**src/rtl/adc_frame_packer.sv**
```systemverilog
// Purpose: packs AD7606 per-channel samples into framed byte packets through a two-bank ping-pong buffer.
// Latency: HDR0 is presented two cycles after the last sample strobe of a frame when TX is idle.
// Backpressure: byte_o/byte_valid_o hold while !byte_ready_i; a completed frame is dropped when both banks are full.
//
// Frame: HDR0 HDR1 SEQ [TS_HI TS_LO] {sample hi, sample lo} x NUM_CH CSUM.
// CSUM is the mod-256 sum of every byte after HDR1.
// Optional timestamp fields are built only when ADC_PACK_TSTAMP_EN is defined.
// Ports:
//   fpga_clk_i, reset_i                    clock and async active-high reset
//   data_i, sync_i, data_rd_ready_i        sample stream from the ADC controller
//   byte_o, byte_valid_o, byte_ready_i     byte stream toward the transmit stage
//   frame_drop_o, sync_err_o, drop_cnt_o   status pulses and saturating drop count
module adc_frame_packer #(
  parameter int         NUM_CH = 8,
  parameter logic [7:0] HDR0   = 8'hA5,
  parameter logic [7:0] HDR1   = 8'h5A
) (
  input  logic        fpga_clk_i,
  input  logic        reset_i,
  input  logic [15:0] data_i,
  input  logic        sync_i,
  input  logic        data_rd_ready_i,
  output logic [7:0]  byte_o,
  output logic        byte_valid_o,
  input  logic        byte_ready_i,
  output logic        frame_drop_o,
  output logic        sync_err_o,
  output logic [7:0]  drop_cnt_o
);

  localparam int             IW    = (NUM_CH > 1) ? $clog2(NUM_CH) : 1;
  localparam logic [IW-1:0]  ILAST = IW'(NUM_CH - 1);
  localparam logic [IW:0]    BLAST = (IW+1)'(2*NUM_CH - 1);

  typedef enum logic [1:0] {CAP_WAIT, CAP_FILL, CAP_DONE} cap_t;
  typedef enum logic [2:0] {TX_IDLE, TX_HDR0, TX_HDR1, TX_SEQ,
                            TX_TS_HI, TX_TS_LO, TX_DATA, TX_CSUM} tx_t;

  logic [15:0]   mem [2][NUM_CH];
  logic [1:0]    full;
  logic [7:0]    bank_seq [2];
  logic          wr_bank, rd_bank;
  logic [7:0]    seq;

  cap_t          cap_st, cap_n;
  logic [IW-1:0] idx, idx_n, w_idx;
  logic          lost, lost_n;
  logic          wr_en, complete, keep, sync_err_n;

  tx_t           tx_st, tx_n;
  logic [7:0]    byte_n, csum, csum_n, dbyte;
  logic          vld_n, hs, rel;
  logic [IW:0]   bcnt, bcnt_n, bsel;
  logic [15:0]   smp;

`ifdef ADC_PACK_TSTAMP_EN
  logic [15:0]   ts_cnt, cap_ts, ts_frame;
  logic [15:0]   bank_ts [2];
`endif

  // Capture: any sample with sync_i=1 (re)starts a frame at index 0.
  // "lost" records that some sample of the frame arrived while the owned bank was
  // still full (only possible when both banks are full); such a frame cannot be
  // kept even if the bank frees up before completion, since its early samples were
  // never written.
  always_comb begin
    cap_n      = cap_st;
    idx_n      = idx;
    lost_n     = lost;
    w_idx      = idx;
    wr_en      = 1'b0;
    complete   = 1'b0;
    sync_err_n = 1'b0;
    if (data_rd_ready_i) begin
      if (sync_i) begin
        sync_err_n = (cap_st == CAP_FILL);
        wr_en      = 1'b1;
        w_idx      = '0;
        lost_n     = full[wr_bank];
      end else if (cap_st == CAP_FILL) begin
        wr_en  = 1'b1;
        lost_n = lost | full[wr_bank];
      end else if (cap_st == CAP_DONE) begin
        sync_err_n = 1'b1;
        cap_n      = CAP_WAIT;
      end
      if (wr_en) begin
        if (w_idx == ILAST) begin
          complete = 1'b1;
          cap_n    = CAP_DONE;
        end else begin
          cap_n = CAP_FILL;
          idx_n = w_idx + 1'b1;
        end
      end
    end
  end

  // full[wr_bank] is registered, so a bank released this cycle is seen free only next cycle.
  assign keep = complete & ~lost_n;
  assign hs   = byte_valid_o & byte_ready_i;

  // Data byte to load next: first byte on entry to DATA, else the following one.
  assign bsel  = (tx_st == TX_DATA) ? bcnt + 1'b1 : '0;
  assign smp   = mem[rd_bank][bsel[IW:1]];
  assign dbyte = bsel[0] ? smp[7:0] : smp[15:8];

  // TX: the state names the byte currently held in byte_o. Checksum accumulates
  // each byte as it is loaded, so at CSUM it already covers SEQ..last data byte.
  always_comb begin
    tx_n   = tx_st;
    byte_n = byte_o;
    vld_n  = byte_valid_o;
    bcnt_n = bcnt;
    csum_n = csum;
    rel    = 1'b0;
    case (tx_st)
      TX_IDLE: if (full[rd_bank]) begin
        tx_n   = TX_HDR0;
        byte_n = HDR0;
        vld_n  = 1'b1;
      end
      TX_HDR0: if (hs) begin
        tx_n   = TX_HDR1;
        byte_n = HDR1;
      end
      TX_HDR1: if (hs) begin
        tx_n   = TX_SEQ;
        byte_n = bank_seq[rd_bank];
        csum_n = bank_seq[rd_bank];
      end
`ifdef ADC_PACK_TSTAMP_EN
      TX_SEQ: if (hs) begin
        tx_n   = TX_TS_HI;
        byte_n = bank_ts[rd_bank][15:8];
        csum_n = csum + bank_ts[rd_bank][15:8];
      end
      TX_TS_HI: if (hs) begin
        tx_n   = TX_TS_LO;
        byte_n = bank_ts[rd_bank][7:0];
        csum_n = csum + bank_ts[rd_bank][7:0];
      end
      TX_TS_LO: if (hs) begin
        tx_n   = TX_DATA;
        bcnt_n = '0;
        byte_n = dbyte;
        csum_n = csum + dbyte;
      end
`else
      TX_SEQ: if (hs) begin
        tx_n   = TX_DATA;
        bcnt_n = '0;
        byte_n = dbyte;
        csum_n = csum + dbyte;
      end
`endif
      TX_DATA: if (hs) begin
        if (bcnt == BLAST) begin
          tx_n   = TX_CSUM;
          byte_n = csum;
        end else begin
          bcnt_n = bsel;
          byte_n = dbyte;
          csum_n = csum + dbyte;
        end
      end
      TX_CSUM: if (hs) begin
        rel = 1'b1;
        // Chain straight into the other bank's frame to avoid a bubble.
        if (full[~rd_bank]) begin
          tx_n   = TX_HDR0;
          byte_n = HDR0;
        end else begin
          tx_n  = TX_IDLE;
          vld_n = 1'b0;
        end
      end
      default: tx_n = TX_IDLE;
    endcase
  end

  // FSM state and output registers.
  always_ff @(posedge fpga_clk_i or posedge reset_i) begin
    if (reset_i) begin
      cap_st       <= CAP_WAIT;
      idx          <= '0;
      lost         <= 1'b0;
      tx_st        <= TX_IDLE;
      byte_o       <= 8'd0;
      byte_valid_o <= 1'b0;
      bcnt         <= '0;
      csum         <= 8'd0;
      sync_err_o   <= 1'b0;
      frame_drop_o <= 1'b0;
    end else begin
      cap_st       <= cap_n;
      idx          <= idx_n;
      lost         <= lost_n;
      tx_st        <= tx_n;
      byte_o       <= byte_n;
      byte_valid_o <= vld_n;
      bcnt         <= bcnt_n;
      csum         <= csum_n;
      sync_err_o   <= sync_err_n;
      frame_drop_o <= complete & ~keep;
    end
  end

  // Bank ownership, sequence tagging and drop accounting. keep and rel never
  // target the same bank: keep needs it empty, rel needs it full.
  always_ff @(posedge fpga_clk_i or posedge reset_i) begin
    if (reset_i) begin
      full        <= 2'b00;
      wr_bank     <= 1'b0;
      rd_bank     <= 1'b0;
      seq         <= 8'd0;
      drop_cnt_o  <= 8'd0;
      bank_seq[0] <= 8'd0;
      bank_seq[1] <= 8'd0;
    end else begin
      if (complete) begin
        seq <= seq + 8'd1;
        if (keep) begin
          full[wr_bank]     <= 1'b1;
          bank_seq[wr_bank] <= seq;
          wr_bank           <= ~wr_bank;
        end else if (drop_cnt_o != 8'hFF) begin
          drop_cnt_o <= drop_cnt_o + 8'd1;
        end
      end
      if (rel) begin
        full[rd_bank] <= 1'b0;
        rd_bank       <= ~rd_bank;
      end
    end
  end

  always_ff @(posedge fpga_clk_i) begin
    if (wr_en && !full[wr_bank]) mem[wr_bank][w_idx] <= data_i;
  end

`ifdef ADC_PACK_TSTAMP_EN
  // Single-channel frames start and complete in one cycle, so bypass cap_ts.
  assign ts_frame = (data_rd_ready_i && sync_i) ? ts_cnt : cap_ts;

  always_ff @(posedge fpga_clk_i or posedge reset_i) begin
    if (reset_i) begin
      ts_cnt     <= 16'd0;
      cap_ts     <= 16'd0;
      bank_ts[0] <= 16'd0;
      bank_ts[1] <= 16'd0;
    end else begin
      ts_cnt <= ts_cnt + 16'd1;
      if (data_rd_ready_i && sync_i) cap_ts <= ts_cnt;
      if (keep) bank_ts[wr_bank] <= ts_frame;
    end
  end
`endif

endmodule

```
**config.mk**
```make
export PLATFORM = sky130hd
export DESIGN_NAME = adc_frame_packer
export DESIGN_NICKNAME = d
export VERILOG_FILES = /design/src/rtl/adc_frame_packer.sv
export SDC_FILE = /design/constraint.sdc
export NUM_CORES = 1
export LEC_CHECK = 0
export BUFFER_PORTS_ARGS = -buffer_cell sky130_fd_sc_hd__buf_2
export CORE_MARGIN = 10
export CORE_UTILIZATION = 50
export DETAILED_ROUTE_END_ITERATION = 16
export PLACE_DENSITY_LB_ADDON = 0.3
export SETUP_SLACK_MARGIN = 0.1
export SKIP_LAST_GASP = 1
export SLEW_MARGIN = 20
export SYNTH_ARGS = -nofsm -noshare
export SYNTH_HDL_FRONTEND = slang
export SYNTH_SLANG_ARGS = --single-unit
```
**constraint.sdc**
```tcl
create_clock -name fpga_clk_i -period 5.7 [get_ports fpga_clk_i]
set_clock_uncertainty 0.05 [all_clocks]
set_input_delay 0.57 -clock fpga_clk_i [delete_from_list [all_inputs] [get_ports fpga_clk_i]]
set_output_delay 0.57 -clock fpga_clk_i [all_outputs]
set_load 0.02 [all_outputs]
```
**Word level (Yosys, flattened, before mapping)**

Memories as Yosys holds them, arrays and structs flattened.
Index checks and enable logic that the tools add are counted.
W data, S select, Z words.

- Flip-flop bits (word level): 68
- Bits in writable memories: 256
- Input bits: 21
- Memories: 1

- $add $sub $neg: 5
- $lt $le $gt $ge: 11
- Eq/ne operators: 22
- Multiplexer cells: 82
- Bitwise logic cells: 16
- Reductions and logical operators: 21

Memories:

| name | words | bits a word | read ports | clocked after memory_dff | write ports | line | source |
|---|---|---|---|---|---|---|---|
| mem | 2 | 128 | 1 | 0 | 1 | 39 | `logic [15:0] mem [2][NUM_CH];` |

Operators with widths:

| kind | count |
|---|---|
| $mux W128 | 1 |
| $mux W8 | 16 |
| $bmux W16 S3 | 1 |
| $demux W16 S3 | 1 |
| $mux W16 | 3 |
| $pmux W8 S6 | 1 |
| $mux W3 | 10 |
| $mux W1 | 29 |
| $pmux W8 S3 | 1 |
| $ne A2 B2 Y1 const B | 9 |
| $pmux W3 S6 | 1 |
| $add A8 B1 Y8 const B | 2 |
| $bwmux W16 | 1 |
| $mux W2 | 8 |
| $mux W4 | 4 |
| $reduce_and A4 Y1 | 3 |
| $eq A3 B3 Y1 const B | 3 |
| $add A8 B8 Y8 | 1 |
| $demux W8 S1 | 1 |
| $ge A4 B4 Y1 const B | 2 |
| $ne A8 B8 Y1 const B | 1 |
| $not A3 Y4 | 2 |
| $pmux W4 S2 | 1 |
| $reduce_and A8 Y1 | 1 |
| other kinds (32) | 54 |

**Longest topological paths before layout**

- Word-level depth: 12
- Mapped depth: 20
- Depth with buffers taken out: 15

**Least setup slack after synthesis**

No wires, ideal clock.

- Path type: register to register
- Start point: reg bcnt[1]
- End point: reg csum[7]
- Setup time: 79 ps
- Arrival time: 3546 ps
- Slack: 2025 ps
- Stages on the path, launching flop included: 17
- Period minus slack after synthesis: 3675 ps
- Path through: dfrtp_1 -> ha_1 -> and4b_1 -> buf_4 -> buf_12 -> buf_8 -> mux2i_1 -> mux4_2 -> a221oi_1 -> ha_1 -> nand3_1 -> a21boi_0 -> o21ai_0 -> nand2b_1 -> a31oi_1 -> xnor2_1 -> mux2i_1

- Cells in the longest elaborated chain, start to end: 11
- Elaborated cells on any way between the ends: 15
- Classes of those cells: 2 x add/sub; 2 x eq/ne; 9 x mux; 1 x bitwise; 1 x reduce/logical

RTL lines:

| item | line | source |
|---|---|---|
| start, declared | 53 | `logic [IW:0] bcnt, bcnt_n, bsel;` |
| start signal, assigned | 202 | `bcnt <= bcnt_n;` |
| $add A4 B1 Y4 | 104 | `assign bsel = (tx_st == TX_DATA) ? bcnt + 1'b1 : '0;` |
| $mux W4 | 104 |  |
| $not A3 Y4 (not written as such) | 105 | `assign smp = mem[rd_bank][bsel[IW:1]];` |
| $bmux W16 S3 | 105 |  |
| $mux W16 (not written as such) (2 in series) | 105 |  |
| $mux W8 | 106 | `assign dbyte = bsel[0] ? smp[7:0] : smp[15:8];` |
| $add A8 B8 Y8 | 154, 164 |  |
| $mux W8 | 158 | `if (bcnt == BLAST) begin` |
| $mux W8 | 157 | `TX_DATA: if (hs) begin` |
| $pmux W8 S3 | 117 | `case (tx_st)` |
| end signal, assigned | 203 | `csum <= csum_n;` |
| end, declared | 51 | `logic [7:0] byte_n, csum, csum_n, dbyte;` |

Parallel ways exist; a longest one is shown, timed or not. The select of a mux whose other input is x is not followed.
A chain may end at the register's enable or synchronous reset.

**Final worst setup path**

- Start point: reg tx_st[2]
- End point: reg csum[7]

- Cells in the longest elaborated chain, start to end: 11
- Elaborated cells on any way between the ends: 20
- Classes of those cells: 1 x add/sub; 7 x eq/ne; 9 x mux; 1 x bitwise; 2 x reduce/logical

RTL lines:

| item | line | source |
|---|---|---|
| start, declared | 50 | `tx_t tx_st, tx_n;` |
| start signal, assigned | 199 | `tx_st <= tx_n;` |
| $eq A3 B3 Y1 | 104, 117 |  |
| $mux W4 | 104 |  |
| $not A3 Y4 (not written as such) | 105 |  |
| $bmux W16 S3 | 105 |  |
| $mux W16 (not written as such) (2 in series) | 105 |  |
| $mux W8 | 106 |  |
| $add A8 B8 Y8 | 154, 164 |  |
| $mux W8 | 158 |  |
| $mux W8 | 157 |  |
| $pmux W8 S3 | 117 |  |

Parallel ways exist; a longest one is shown, timed or not. The select of a mux whose other input is x is not followed.

==> key figures <==
Clocking
  • Buffers from clock root to sink, at most: 3
  • Num CTS Buffers: 34
  • Total of hold buffers inserted after clock tree synthesis: 0
  • Insertion delay of the later-clocked pin in the worst-skew pair: 0.52 ns
  • CTS sink cnt: 324
  • H-tree depth: 2
  • # Post-CTS Setup Buffers: 0
  • Clk pin slew, worst setup/hold paths: 0.06 ns
  • TritonCTS clock tree: done
  • Post_cts resized: 0
  • Clock Root Buffer: sky130_fd_sc_hd__clkbuf_16

Drt
  • Final WL: 30800 um
  • Number of vias per cell after detailed routing: 5.88
  • Vias: 8186
  • DRC: 0
  • DRT iter0 DRCs: 792
  • Drt first pass iters: 5
  • Number of nets still failing antenna checks after routing: 0
  • Average wire per cell in the routed design: 22.2 um

Global route
  • Wire length of the first global-routing pass: 47300 um
  • GRT Overall Usage: 0.180
  • Maximum number of pins on one net before global-route repair: 69
  • Via count of the first global-routing pass: 7930
  • Antenna violations before repair: 1
  • Leftover overflow at the end of global routing: 0

STA
  • Final-report setup violation count: 0
  • Worst Setup Slack, final: 0.999 ns
  • FMAX: 213 MHz
  • Post-layout min period: 4.70 ns
  • Max transition margin: 0.253
  • Number of endpoints with negative hold slack in the final report: 0
  • Portion of the clock cycle consumed by the worst path in the final layout: 0.825
  • Unrepaired setup endpoints after global routing: false
  • Total negative slack: 0 ns
  • Worst slack on hold paths: 0.278 ns
  • Max-slew violation count: 0
  • Transition at the pin with the smallest max-transition slack: 1.11 ns

Finish
  • Area growth from synthesis to layout: 12.5%
  • Most frequent standard cell in the layout excluding fill and tap cells: sky130_fd_sc_hd__edfxtp_1
  • Util after Layout: 0.573
  • Layout Nets: 1062
  • Layout cells sized above 1: 0.176
  • Most frequent cells in the layout: 256 x sky130_fd_sc_hd__edfxtp_1, 155 x sky130_fd_sc_hd__nand2_1, 76 x sky130_fd_sc_hd__mux2i_1

Floorplanning
  • Core outline area: 27000 um^2
  • Chip height: 186 um
  • Die Outline Area: 34600 um^2
  • Effective utilization at floorplan: 0.509
  • I/O pin count: 40
  • Die Span X: 186 um
  • Site row count: 60

Synth
  • Number of enable flip-flop cells after synthesis: 256
  • Count of yosys warnings during synthesis: 0
  • Nets in the synthesized netlist: 1002
  • Mean instance size in the synthesized netlist: 14.2 um^2
  • Number of synthesized register bits: 324
  • Sequential element share of the synthesized area: 0.682
  • Top_reg_cell synth: sky130_fd_sc_hd__edfxtp_1
  • Synth Instances: 966
  • Mapped cell area: 13800 um^2
  • Share of synthesized flip-flops with an asynchronous set or reset: 0.210
  • Synth unique cells: 56

Placed design
  • Placer congestion estimate: 0.831
  • DP HPWL: 18200 um
  • Quantity of I/O buffers inserted on ports: 39
  • Post-Place Setup Slack: 1.07 ns

Pwr
  • Worst voltage drop across the vdd grid: 0.163 mV
  • Power Total: 6.10 mW
  • Static leakage: 5.44 nW
  • Power per cell area: 394 nW/um^2

Setup path
  • Critical Path RT: 6.09 ns
  • Type of destination of the critical path: register
  • Data arrival time at the worst-slack endpoint: 5.09 ns
  • Maximum fanout count along the critical path: 23
  • Critical path startpoint category: register
  • Worst setup path class: reg2reg

Outcome
  • Result of the run: finished clean

Job
  • Max-cap violation count: 0

Worst hold path
  • Worst hold-check path type: in2async
==> flip-flops by register name, summed over array words and instances (netlist names), 3 cells and up <==
| signal | flops |
|---|---|
| bank_seq | 16 |
| bcnt | 4 |
| byte_o | 8 |
| csum | 8 |
| drop_cnt_o | 8 |
| idx | 3 |
| mem | 256 |
| seq | 8 |
| tx_st | 3 |
==> synth_stat cells (all sizes together) (2+ instances only) <==
cell	number	area share
edfxtp	256	0.56
nand2	155	0.042
mux2i	76	0.055
dfrtp	68	0.12
nor2	44	0.012
nand3	36	0.013
a21oi	28	0.010
mux2	28	0.023
buf	25	0.015
clkbuf	24	0.0065
o21ai	21	0.0076
a32oi	20	0.013
xnor2	17	0.011
a31oi	14	0.0064
ha	14	0.013
mux4	12	0.020
and2	11	0.0050
a211oi	10	0.0055
a221oi	9	0.0062
nor2b	9	0.0041
a311oi	8	0.0051
xor2	8	0.0051
nand2b	7	0.0032
nor3	7	0.0025
nor4	7	0.0050
a21boi	5	0.0027
inv	5	0.0014
o31ai	5	0.0027
a31o	4	0.0025
and3	4	0.0018
nand4b	4	0.0025
a21o	3	0.0016
nand4	3	0.0014
a221o	2	0.0015
o31a	2	0.0013
o32ai	2	0.0013
or2	2	0.00091
==> per-stage QoR <==
step,instances,area [um^2]
after floorplan,966,13800
after global placement,1331,14400
after detailed placement,1331,14400
after CTS,1391,15500
after global routing,1391,15500
final,1392,15500
==> power by group <==
group	switching [mW]	internal, mW	total [mW]
registers	0.170	2.72	2.89
logic	0.696	0.416	1.11
clock network	0.872	1.22	2.09
==> cell families after synthesis <==
kind of cell | synth area share
xor+xnor | 0.0159
simple gates | 0.0974
compound gates | 0.0697
buf+inv | 0.0226
fa+ha+maj | 0.0142
flops | 0.682
mux | 0.0978
==> area by class of cell <==
cell class	count	area, um^2
sequential	324	9390
timing repair buffer	73	463
clock buffer	49	917
fill	2129	11500
antenna	1	2.50
inverter	5	18.8
tap	341	427
clock inverter	11	124
multi-input combinational	588	4140
==> per-layer routing <==
metal  GRT usage  routed length, um  up-vias  share of wire
li1            -                  -     3764              -
met1       0.248              13300     4071           0.43
met2       0.284              14400      294           0.47
met3      0.0318               2250       57          0.073
met4      0.0564                841        0          0.027
met5           0                  0        -              0
==> path summary, 6_finish.rpt <==
check / cells after the start / endpoint / startpoint / slack, ns
max in group asynchronous: 3 / drop_cnt_o[3]$_DFFE_PP0P_ / reset_i / 4.77
worst max register to register: 15 / csum[7]$_DFFE_PP0P_ / tx_st[2]$_DFFE_PP0P_ / 1.0
worst min-delay path: 3 / seq[3]$_DFFE_PP0P_ / reset_i / 0.28
worst max-delay path: 15 / csum[7]$_DFFE_PP0P_ / tx_st[2]$_DFFE_PP0P_ / 1.0
worst min register to register: 1 / drop_cnt_o[6]$_DFFE_PP0P_ / drop_cnt_o[6]$_DFFE_PP0P_ / 0.44
min in group fpga_clk_i: 2 / cap_st[1]$_DFFE_PP0P_ / data_rd_ready_i / 0.30
==> worst max-delay path, stage by stage, from the launching register on <==
cell                       delay [ns]
sky130_fd_sc_hd__dfrtp_1         0.75
sky130_fd_sc_hd__nand3b_1        0.39
sky130_fd_sc_hd__nor2_4          0.45
sky130_fd_sc_hd__buf_4           0.28
sky130_fd_sc_hd__a211oi_1        0.08
sky130_fd_sc_hd__a311oi_1        0.30
sky130_fd_sc_hd__o31ai_1         0.14
sky130_fd_sc_hd__a221oi_1        0.74
sky130_fd_sc_hd__ha_1            0.37
sky130_fd_sc_hd__nand3_1         0.09
sky130_fd_sc_hd__a21boi_0        0.11
sky130_fd_sc_hd__o21ai_0         0.18
sky130_fd_sc_hd__nand2b_1        0.12
sky130_fd_sc_hd__a31oi_1         0.22
sky130_fd_sc_hd__xnor2_1         0.16
sky130_fd_sc_hd__mux2i_1         0.20
Power figures use the tool's default switching activity.
